File: src/rtl/div_pkg.sv
// Shared definitions for the sequential non-restoring divider.
package div_pkg;
  localparam int DIV_WIDTH = 8;

  typedef enum logic [1:0] {
    IDLE = 2'd0,
    RUN  = 2'd1,
    FIX  = 2'd2
  } state_t;
endpackage

File: src/rtl/addsub_nbit.sv
// N-bit adder/subtractor: y = a + b (sel=0) or a - b (sel=1), two's complement.
module addsub_nbit #(
  parameter int N = 9
) (
  input  logic [N-1:0] a,
  input  logic [N-1:0] b,
  input  logic         sel,
  output logic [N-1:0] y
);
  assign y = a + (b ^ {N{sel}}) + {{(N-1){1'b0}}, sel};
endmodule

File: src/rtl/div_nr_seq.sv
// Unsigned sequential non-restoring divider, one quotient bit per cycle,
// with a single shared add/subtract path used by both RUN and FIX.
module div_nr_seq
  import div_pkg::*;
#(
  parameter int WIDTH = DIV_WIDTH
) (
  input  logic             clk,
  input  logic             rst_n,
  input  logic             start,
  input  logic [WIDTH-1:0] dividend,
  input  logic [WIDTH-1:0] divisor,
  output logic             busy,
  output logic             done,
  output logic [WIDTH-1:0] quotient,
  output logic [WIDTH-1:0] remainder,
  output logic             div_by_zero
);
  localparam int CW = $clog2(WIDTH + 1);
  localparam logic [CW-1:0] LAST = CW'(WIDTH - 1);

  state_t           state, state_nx;
  logic [WIDTH:0]   pr;
  logic [WIDTH-1:0] q;
  logic [WIDTH-1:0] d;
  logic [CW-1:0]    cnt;
  logic [WIDTH:0]   as_a, as_b, as_y;
  logic             as_sel;

  // RUN: shift {pr,q} left and subtract/add by the sign of pr.
  // FIX: restore a negative remainder by adding the divisor once.
  always_comb begin
    as_b = {1'b0, d};
    if (state == FIX) begin
      as_a   = pr;
      as_sel = 1'b0;
    end else begin
      as_a   = {pr[WIDTH-1:0], q[WIDTH-1]};
      as_sel = ~pr[WIDTH];
    end
  end

  addsub_nbit #(.N(WIDTH + 1)) u_addsub (
    .a   (as_a),
    .b   (as_b),
    .sel (as_sel),
    .y   (as_y)
  );

  always_ff @(posedge clk or negedge rst_n) begin
    if (!rst_n) state <= IDLE;
    else        state <= state_nx;
  end

  always_comb begin
    state_nx = state;
    case (state)
      IDLE:    if (start && divisor != '0) state_nx = RUN;
      RUN:     if (cnt == LAST) state_nx = FIX;
      FIX:     state_nx = IDLE;
      default: state_nx = IDLE;
    endcase
  end

  assign busy = (state != IDLE);

  always_ff @(posedge clk or negedge rst_n) begin
    if (!rst_n) begin
      pr          <= '0;
      q           <= '0;
      d           <= '0;
      cnt         <= '0;
      done        <= 1'b0;
      quotient    <= '0;
      remainder   <= '0;
      div_by_zero <= 1'b0;
    end else begin
      done <= 1'b0;
      case (state)
        IDLE: begin
          if (start) begin
            if (divisor == '0) begin
              quotient    <= '1;
              remainder   <= dividend;
              div_by_zero <= 1'b1;
              done        <= 1'b1;
            end else begin
              pr  <= '0;
              q   <= dividend;
              d   <= divisor;
              cnt <= '0;
            end
          end
        end
        RUN: begin
          pr  <= as_y;
          q   <= {q[WIDTH-2:0], ~as_y[WIDTH]};
          cnt <= cnt + CW'(1);
        end
        FIX: begin
          quotient    <= q;
          remainder   <= pr[WIDTH] ? as_y[WIDTH-1:0] : pr[WIDTH-1:0];
          div_by_zero <= 1'b0;
          done        <= 1'b1;
        end
        default: ;
      endcase
    end
  end
endmodule

File: config.mk
export PLATFORM = sky130hd
export DESIGN_NAME = div_nr_seq
export DESIGN_NICKNAME = d
export VERILOG_FILES = /design/src/rtl/div_pkg.sv /design/src/rtl/addsub_nbit.sv /design/src/rtl/div_nr_seq.sv
export SDC_FILE = /design/constraint.sdc
export NUM_CORES = 1
export LEC_CHECK = 0
export CAP_MARGIN = 20
export CORE_ASPECT_RATIO = 0.8
export CORE_MARGIN = 3
export CORE_UTILIZATION = 35
export DETAILED_ROUTE_END_ITERATION = 10
export SYNTH_ARGS = -nofsm -noshare
export SYNTH_HDL_FRONTEND = slang
export SYNTH_SLANG_ARGS = --single-unit
File: constraint.sdc
create_clock -name clk -period 4.94 [get_ports clk]
set_clock_uncertainty 0.1 [all_clocks]
set_input_delay 0.988 -clock clk [delete_from_list [all_inputs] [get_ports clk]]
set_output_delay 0.988 -clock clk [all_outputs]
set_load 0.01 [all_outputs]
==> qor.csv, run 1 <==
stage,metric,value,unit
clock_network,clock sink count,49,
place,Detailed Place HPWL,4484,um
yosys,flop and latch count out of synthesis,49,
yosys,"count leader, synth",dfrtp_1,
outcome,status,"finished, final reports clean",
cells_and_area,Non-Filler Instances,397,
clock_network,CTS Buffer Depth,2,
floorplanning,core area,0.007061,mm^2
yosys,syn nets,305,
worst_hold_path,Hold Crit Class,reg2reg,
cells_and_area,nets,337,
cells_and_area,layout cell share with drive strength beyond 1,8.065,%
clock_network,TritonCTS Buffers,5,
pwr,Psw,1.088,mW
global_route,gr usage total,15.10,%
worst_setup_path,Worst Setup Start Kind,flop,
yosys,synth warn,0,
pwr,Comb pwr share,57.6,%
place,gpl congestion,0.8804,
cells_and_area,final instance area,0.003167,mm^2
global_route,first-pass GRT wire length,10300,um
sta,Worst Max-Slew Pin Slew,0.9818,ns
yosys,"Primary FF master, synth",dfrtp_1,
floorplanning,die area,0.008562,mm^2
clock_network,# resized after CTS,0,
route,Vias,2081,
clock_network,root buf cell,clkbuf_8,
global_route,vias in the first global route,2017,
route,drt drc,0,
route,Detailed Route Iter0 Violations,97,
clock_network,# hold bufs at CTS,0,
floorplanning,Initial Util,37.09,%
sta,crit path time final,3.597,ns
pwr,internal power,1.497,mW
yosys,Syn Area/Cell,9.454,um^2
yosys,synth cell count leaders,"dfrtp_1, nand2_1, nor2_1, o21ai_0, xor2_1",
yosys,fraction of registers with async set/reset,100.0,%
sta,crit share post-route,72.82,%
worst_setup_path,Top delay family on crit path,simple AND/OR/NAND/NOR gates,
pwr,Pwr per Cell Area,816.2,mW/mm^2
clock_network,CTS HTree Levels,2,
clock_network,"CTS clk-pin slew, worst paths",0.09,ns
worst_setup_path,Critical Path Slowest Stage Cell,nand2b_1,
global_route,initial antenna violation count,0,
clock_network,clk_lat worst skew,0.31,ns
worst_setup_path,critical path arrival,3.70,ns
cells_and_area,Antenna diodes,0,
worst_setup_path,Worst Path Max Fanout,25,
pwr,leak pwr,1.382,nW
route,per-cell routed wire length,15.61,um
sta,WHS,0.3973,ns
sta,RSZ-0062 raised after global routing,false,
sta,setup violators final,0,
route,Routed WL,6196,um
worst_setup_path,critical-path cell list,"nand2b_1, nand3_1, and3_1, fa_1, nor2b_1, o2111ai_1, a31o_2, xor2_1, o21ai_0, a22o_1",
yosys,Post-synth EDFFs,0,
yosys,synth unique cells,39,
route,number of routed nets with antenna violations,0,
worst_setup_path,crit-path max cell delay,0.81,ns
sta,max frequency,278.0,MHz
yosys,Mapped Cells,277,
pwr,Net Sw Frac,42.09,%
pwr,Seq pwr share,30.6,%
pwr,Max VDD drop,0.0002852,V
pwr,clock share of power,11.8,%
sta,setup tns final,0,ns
sta,"Slew Viols, Final",0,
floorplanning,Chip Width,102.7,um
cells_and_area,fin util,44.85,%
yosys,post-synth top area share,46.82,%
yosys,largest cells by area after synthesis,"dfrtp_1, nand2_1, xor2_1, o21ai_0, ha_1",
yosys,"Seq/Total Area, Yosys",46.82,%
route,drt first pass iters,4,
global_route,pin count of the biggest net entering global routing,50,
flow_run,max_cap viols,0,
worst_setup_path,crit path capture type,flop,
global_route,GR Overflow Total,0,
floorplanning,Die Ht,83.37,um
yosys,"area leader, netlist",dfrtp_1,
sta,Final Hold Viols,0,
clock_network,post-CTS setup buffers,0,
clock_network,CTS tree,yes,
cells_and_area,area grow syn2layout,20.93,%
floorplanning,# rows,27,
floorplanning,Boundary Pins,38,
worst_setup_path,critical setup path kind,reg2reg,
place,Post-Place Cells,388,
yosys,mapped cell area,0.002619,mm^2
place,IO Port Bufs,37,
route,via-per-instance ratio,5.242,
sta,Slew HR,34.54,%
worst_setup_path,worst path bufs/invs,0,
worst_setup_path,Worst EP required,5.04,ns
place,placed inst area,0.003039,mm^2
-- final timing paths --
kind | cells past startpoint | from | endpoint | slack, ns
min reg2reg | 2 | remainder[4] | remainder[4] | 0.40
max in group asynchronous | 2 | rst_n | d[3] | 3.62
min in group asynchronous | 2 | rst_n | done | 0.68
max reg2reg | 10 | state[0] | pr[8] | 1.34
max | 10 | state[0] | pr[8] | 1.34
min | 2 | remainder[4] | remainder[4] | 0.40
-- per-layer routing --
layer	vias to the layer above	track usage (%)	share of wire [%]
met4	0	3.218	0.76
li1	1027	-	-
met2	46	20.69	40
met3	7	3.191	4.6
met1	1001	23.98	54
met5	-	0	0
-- cell type report --
class,count,area [um^2]
inverter,9,35.03
timing repair buffer,40,387.9
sequential,49,1226
clock inverter,2,37.54
tap,87,108.9
fill,683,3894
multi-input combinational,204,1289
clock buffer,6,82.58
-- stage by stage --
stage | worst slack [ns] | power, mW
2_1_floorplan | 1.748 | 1.853
3_3_place_gp | 1.359 | 2.248
3_5_place_dp | 1.309 | 2.284
4_1_cts | 1.340 | 2.592
5_1_grt | 1.005 | 2.816
6_report | 1.343 | 2.585
-- cell usage in the layout, fill, tap and decap left out, types with 2 or more instances in the layout --
cell | synthesis | layout
and4_1 | 2 | 2
nand3b_1 | 3 | 3
a21oi_1 | 9 | 9
nand2b_1 | 2 | 2
buf_4 | 0 | 3
nand3_1 | 6 | 6
a22o_1 | 6 | 6
dfrtp_1 | 49 | 49
inv_1 | 8 | 8
mux2_2 | 8 | 8
clkbuf_8 | 0 | 6
nor3_1 | 6 | 6
xor2_1 | 15 | 15
ha_1 | 8 | 8
xnor2_1 | 3 | 3
nor2b_1 | 2 | 2
mux2i_1 | 5 | 5
a31oi_1 | 8 | 8
clkdlybuf4s50_1 | 0 | 36
or2_2 | 3 | 3
or4_1 | 2 | 2
o21ai_0 | 21 | 21
a21o_1 | 2 | 2
nor2_1 | 24 | 24
o22a_1 | 9 | 9
o21a_1 | 2 | 2
a211oi_1 | 2 | 2
nand2_1 | 44 | 44
or3_1 | 4 | 4
-- cells by family (layout without fill, tap and decap cells) --
group           after synthesis  count (layout)  synth area share, %
compound gates               63              63                15.67
xor+xnor                     18              18                6.020
fa+ha+maj                     9               9                4.587
buf+inv                      24              57                3.965
flops                        49              49                46.82
mux                          13              13                5.351
simple gates                101             101                17.58
-- tightest hold or removal path, stage by stage (launching register included) --
cell     delay [ns]
dfrtp_1        0.36
nand2_1        0.05
o31ai_1        0.06
-- sequential cells by signal, summed over array words and instances, names as in the netlist --
signal,cells
quotient,8
pr,9
q,8
state,2
cnt,4
remainder,8
d,8
done,1
div_by_zero,1
-- power by group through the flow --
stage / Combinational, mW / Clock (mW) / Sequential [mW]
floorplan: 1.10 / 0 / 0.755
global placement: 1.46 / 0 / 0.792
detailed placement: 1.49 / 0 / 0.795
CTS: 1.49 / 0.310 / 0.789
global route: 1.67 / 0.327 / 0.818
finish: 1.49 / 0.305 / 0.791
Power figures use the tool's default switching activity.
==> run 2: changes to the inputs <==
==> constraint.sdc (replaced) <==
create_clock -name clk -period 3.4 [get_ports clk]
set_clock_uncertainty 0.1 [all_clocks]
set_input_delay 0.68 -clock clk [delete_from_list [all_inputs] [get_ports clk]]
set_output_delay 0.68 -clock clk [all_outputs]
set_load 0.01 [all_outputs]
==> qor.csv, run 2 (synthesis results as in run 1) <==
stage,metric,value,unit,change
sta,max frequency,327.1,MHz,+18%
worst_setup_path,critical setup path kind,reg2reg,,
clock_network,CTS Buffer Depth,2,,unchanged
route,via-per-instance ratio,5.239,,about the same
place,Post-Place Cells,394,,+1.5%
clock_network,# resized after CTS,0,,unchanged
clock_network,CTS HTree Levels,2,,unchanged
global_route,vias in the first global route,1909,,-5.4%
cells_and_area,nets,343,,+1.8%
cells_and_area,Fill cells,682,,-0.15%
route,drt first pass iters,4,,unchanged
global_route,first-pass GRT wire length,9722,um,-5.6%
sta,crit path time final,3.057,ns,-0.5404 ns
worst_hold_path,Hold Crit Class,in2async,,
floorplanning,die area,0.008562,mm^2,unchanged
floorplanning,Initial Util,37.09,%,unchanged
sta,"Slew Viols, Final",0,,unchanged
floorplanning,Chip Width,102.7,um,unchanged
route,Routed WL,6049,um,-2.4%
cells_and_area,Biggest register,pr,,
cells_and_area,"commonest non-fill, non-tap cell in the layout",dfrtp_1,,
clock_network,"CTS clk-pin slew, worst paths",0.09,ns,about the same
route,Detailed Route Iter0 Violations,115,,+19%
sta,setup tns final,0,ns,unchanged
clock_network,clk_lat worst skew,0.30,ns,about the same
place,Detailed Place HPWL,4472,um,-0.26%
cells_and_area,area grow syn2layout,21.36,%,
route,met2 WL,2489,um,about the same
global_route,gr usage total,14.50,%,-0.60 points
global_route,GR Overflow Total,0,,unchanged
clock_network,root buf cell,clkbuf_8,,
pwr,Pwr per Cell Area,1160,mW/mm^2,+42%
place,IO Port Bufs,37,,unchanged
global_route,initial antenna violation count,0,,unchanged
cells_and_area,layout cell share with drive strength beyond 1,9.206,%,+1.1 points
clock_network,CTS tree,yes,,
cells_and_area,FF+latch area,0.001226,mm^2,unchanged
clock_network,TritonCTS Buffers,5,,unchanged
sta,RSZ-0062 raised after global routing,false,,
global_route,pin count of the biggest net entering global routing,27,,-46%
floorplanning,Boundary Pins,38,,unchanged
route,per-cell routed wire length,15.05,um,-3.6%
clock_network,post-CTS setup buffers,0,,unchanged
worst_setup_path,Worst Setup Start Kind,flop,,
route,drt drc,0,,unchanged
route,met1 WL,3171,um,-6.0%
route,Vias,2106,,+1.2%
cells_and_area,most frequent cells in the layout,"dfrtp_1, nand2_1, clkdlybuf4s50_1",,
cells_and_area,area of the multi-input gates,0.001289,mm^2,unchanged
floorplanning,Die Ht,83.37,um,unchanged
route,Highest Signal Layer,met4,,
worst_setup_path,crit path capture type,flop,,
outcome,status,"finished, final reports clean",,
sta,Slew HR,43.32,%,+8.8 points
cells_and_area,Antenna diodes,0,,unchanged
sta,setup violators final,0,,unchanged
flow_run,max_cap viols,0,,unchanged
clock_network,clock sink count,49,,unchanged
sta,Final Hold Viols,0,,unchanged
worst_setup_path,Worst Path Max Fanout,8,,-68%
floorplanning,core area,0.007061,mm^2,unchanged
route,number of routed nets with antenna violations,0,,unchanged
place,gpl congestion,0.8491,,-3.6%
pwr,leak pwr,1.398,nW,+1.2%
worst_setup_path,critical path arrival,3.15,ns,-0.55 ns
pwr,Max VDD drop,0.0003779,V,+32%
floorplanning,# rows,27,,unchanged
clock_network,# hold bufs at CTS,0,,unchanged
cells_and_area,max reg flops,9,,unchanged
cells_and_area,fin util,45.01,%,+0.16 points
cells_and_area,Non-Filler Instances,402,,+1.3%
sta,crit share post-route,89.91,%,+17 points
worst_setup_path,register-to-register setup slack,0.34,ns,-1.00 ns
route,Met3 Wirelength,324,um,+13%
sta,Worst Max-Slew Pin Slew,0.8471,ns,-0.1347 ns
worst_setup_path,Worst EP required,3.49,ns,-1.55 ns
[run 2: cell types whose count changed in the layout (fill, tap and decap cells not counted)]
cell and change:
buf_4 +6, bufinv_16 -1, clkbuf_1 +1, clkinvlp_4 -1
[run 2: final timing paths]
kind | startpoint | endpoint | cells past startpoint
max in group asynchronous | rst_n | pr[8] | 2
worst min-delay path | rst_n | done | 1
min in group clk | remainder[6] | remainder[6] | 2
worst max-delay path | state[1] | pr[8] | 11
worst max register to register | state[1] | pr[8] | 11
worst min register to register | remainder[6] | remainder[6] | 2
[run 2: per-stage QoR]
step	total power, mW	worst slack [ns]	instance area (um^2)	hold WS [ns]
after floorplan	2.693	0.2081	2619	0.2844
after global placement	3.323	0.2835	3084	0.3758
after detailed placement	3.344	0.2479	3084	0.3795
after CTS	3.697	0.3474	3171	0.3017
after global routing	4.017	0.1419	3178	0.3168
final	3.685	0.3432	3178	0.2773
[run 2: power breakdown]
part	leakage (nW)	total [mW]	switching, mW	internal [mW]
Combinational	0.758	2.22	1.15	1.07
Sequential	0.596	1.12	0.228	0.887
Clock	0.0443	0.352	0.190	0.162
[run 2: area by class of cell]
class                      instances  share of cell area [%]
clock buffer                       7                   2.717
multi-input combinational        204                   40.55
timing repair buffer              46                   13.62
sequential                        49                   38.58
tap                               87                   3.425
inverter                           9                   1.102
[run 2: routing by layer]
layer	vias to the layer above	track usage, %
met5	-	0
met4	0	3.576
met3	6	3.275
met2	52	20.05
met1	1004	22.58
li1	1044	-
[run 2: critical path, cell delays in order, from the launching register on]
cell and delay, ns:
dfrtp_1 0.45, nor2b_1 0.17, nor2_1 0.15, xor2_1 0.22, inv_1 0.09, fa_1 0.44, nor2b_1 0.19, o2111ai_1 0.16
a31o_2 0.28, xor2_1 0.30, o21ai_0 0.12, a22o_1 0.28
==> run 3: changes to the inputs <==
--- a/config.mk
+++ b/config.mk
@@ -5,6 +5,7 @@
 export SDC_FILE = /design/constraint.sdc
 export NUM_CORES = 1
 export LEC_CHECK = 0
+export ABC_AREA = 0
 export CAP_MARGIN = 20
 export CORE_ASPECT_RATIO = 0.8
 export CORE_MARGIN = 3
==> results of run 3 <==
The final DEF is identical to that of run 2; final timing and power are the same.
==> RTL change, RTL diff (settings of run 1) <==
`DIV_WIDTH`: 8 -> 16.
--- a/src/rtl/div_pkg.sv
+++ b/src/rtl/div_pkg.sv
@@ -1,6 +1,6 @@
 // Shared definitions for the sequential non-restoring divider.
 package div_pkg;
-  localparam int DIV_WIDTH = 8;
+  localparam int DIV_WIDTH = 16;
 
   typedef enum logic [1:0] {
     IDLE = 2'd0,
Ports: changed (resized dividend, divisor, quotient and remainder); port bits go from 38 to 70. The function was not compared with the original's and may differ.
==> RTL change against run 1 <==
Synthesized cell count grew 99%; wire length increased by 100%; critical path type unchanged; worst hold slack better by 3.8 ps; total power rose by 110%; area after synthesis grew 94%; combinational power increased by 120%; clock power is 110% higher; worst setup slack got worse by 200 ps; sequential cell count up 41; count of clock-buffer cells in the layout up 4; cell area up 96%; largest power group unchanged; highest routed layer unchanged.
==> RTL change: results (changes against run 1) <==
Parameter                              Value

Status
  Status ... finished clean (unchanged)

Place
  HPWL after detailed placement ... 9.49 mm (was 4.48 mm)
  Last weighted congestion value of the routability-driven placer ... 0.879 (was 0.880)

Cells and area
  Fraction of final layout cells with drive strength greater than 1 ... 8.91% (was 8.06%)
  Number of flip-flops in the largest register ... 17 (was 9)

Yosys
  Synthesized-area fraction occupied by adder cells ... 4.57% (was 4.59%)
  Post-synthesis sequential area ratio ... 44.2% (was 46.8%)
  Mux share of post-synthesis cell area ... 7.35% (was 5.35%)
  Area contributors post-synth ... sky130_fd_sc_hd__dfrtp_1 44%, sky130_fd_sc_hd__nand2_1 5.5%, sky130_fd_sc_hd__a21oi_1 4.8% (was sky130_fd_sc_hd__dfrtp_1 47%, sky130_fd_sc_hd__nand2_1 6.3%, sky130_fd_sc_hd__xor2_1 5.0%)
  Area share of xor/xnor cells in the synthesized design ... 5.60% (was 6.02%)
  Share of the synthesized area in compound gates (AO/OA/AOI/OAI) ... 19.5% (was 15.7%)

Detailed routing
  Met2 Routed Length ... 5.32 mm (was 2.49 mm)
  Number of DRC markers in iteration 0 ... 303 (was 97)
  Sum of met3 wire segment lengths after detailed routing ... 795 µm (was 288 µm)
  Metal1 wirelength ... 6.48 mm (was 3.37 mm)

Pwr
  Peak supply drop ... 0.383 mV (was 0.285 mV)
  Leakage ... 2.70 nW (was 1.38 nW)

Clock tree
  Cts bufs inserted ... 9 (was 5)
  Number of levels in the clock H-tree ... 3 (was 2)
  Root buffer cell ... sky130_fd_sc_hd__clkbuf_16 (was sky130_fd_sc_hd__clkbuf_8)

STA
  Slew HR ... 29.0% (was 34.5%)

Global routing
  Combined global-route utilization of all metal layers ... 16.3% (was 15.1%)
  Met3 track utilization from global routing ... 3.56% (was 3.19%)
  Met2 Resource Use GR ... 22.9% (was 20.7%)

Setup path
  Largest delay contributor family on the critical path ... compound AO/OA/AOI/OAI gates (was simple AND/OR/NAND/NOR gates)
  Number of cells on the worst reg-to-reg path ... 13 (was 10)
  Worst stage delay on the critical path ... 630 ps (was 810 ps)
  Arrival @ worst endpoint ... 3920 ps (was 3700 ps)
## RTL change: cell count changes after synthesis, sizes merged, moves of 7 or more
cell	change
clkbuf	+16
nor2	+23
o21ai	+28
buf	+8
nand2	+31
nor2b	+7
a22oi	+14
xor2	+7
a21oi	+40
o22a	-8
dfrtp	+41
ha	+9
mux2	+8
mux2i	+14
## RTL change: how the worst min path moves through the flow
stage	to	slack, ps	startpoint
finish	cnt[4]$_DFFE_PN0P_	400	cnt[4]$_DFFE_PN0P_
global route	pr[5]$_DFFE_PN0P_	440	pr[5]$_DFFE_PN0P_
CTS	cnt[4]$_DFFE_PN0P_	410	cnt[4]$_DFFE_PN0P_
detailed placement	pr[5]$_DFFE_PN0P_	390	pr[5]$_DFFE_PN0P_
global placement	cnt[4]$_DFFE_PN0P_	370	cnt[4]$_DFFE_PN0P_
floorplan	cnt[4]$_DFFE_PN0P_	350	cnt[4]$_DFFE_PN0P_
## RTL change: power breakdown
part           leakage [nW]  switching (mW)  total (mW)  internal (mW)
clock network         0.139           0.299       0.647          0.348
registers             0.994           0.286        1.41           1.13
logic                  1.57            1.76        3.27           1.51
## RTL change: area by class of cell
type                            count  share of cell area (%)
Multi-Input combinational cell    408                    42.4
Sequential cell                    90                    36.3
Timing Repair Buffer               79                    12.3
Clock buffer                       10                    3.69
Tap cell                          180                    3.63
Clock inverter                      6                   0.827
Inverter                           13                   0.787
## RTL change: per-stage QoR
stage | area (µm²) | power [mW] | std cells | util, % | hold slack (ps)
floorplan | 5090 | 3.75 | 550 | - | 350
global placement | 5920 | 4.62 | 770 | 42.6 | 366
detailed placement | 5920 | 4.70 | 770 | 42.6 | 393
CTS | 6200 | 5.35 | 786 | 44.7 | 412
global route | 6200 | 5.80 | 786 | 44.7 | 443
finish | 6200 | 5.33 | 786 | 44.7 | 401
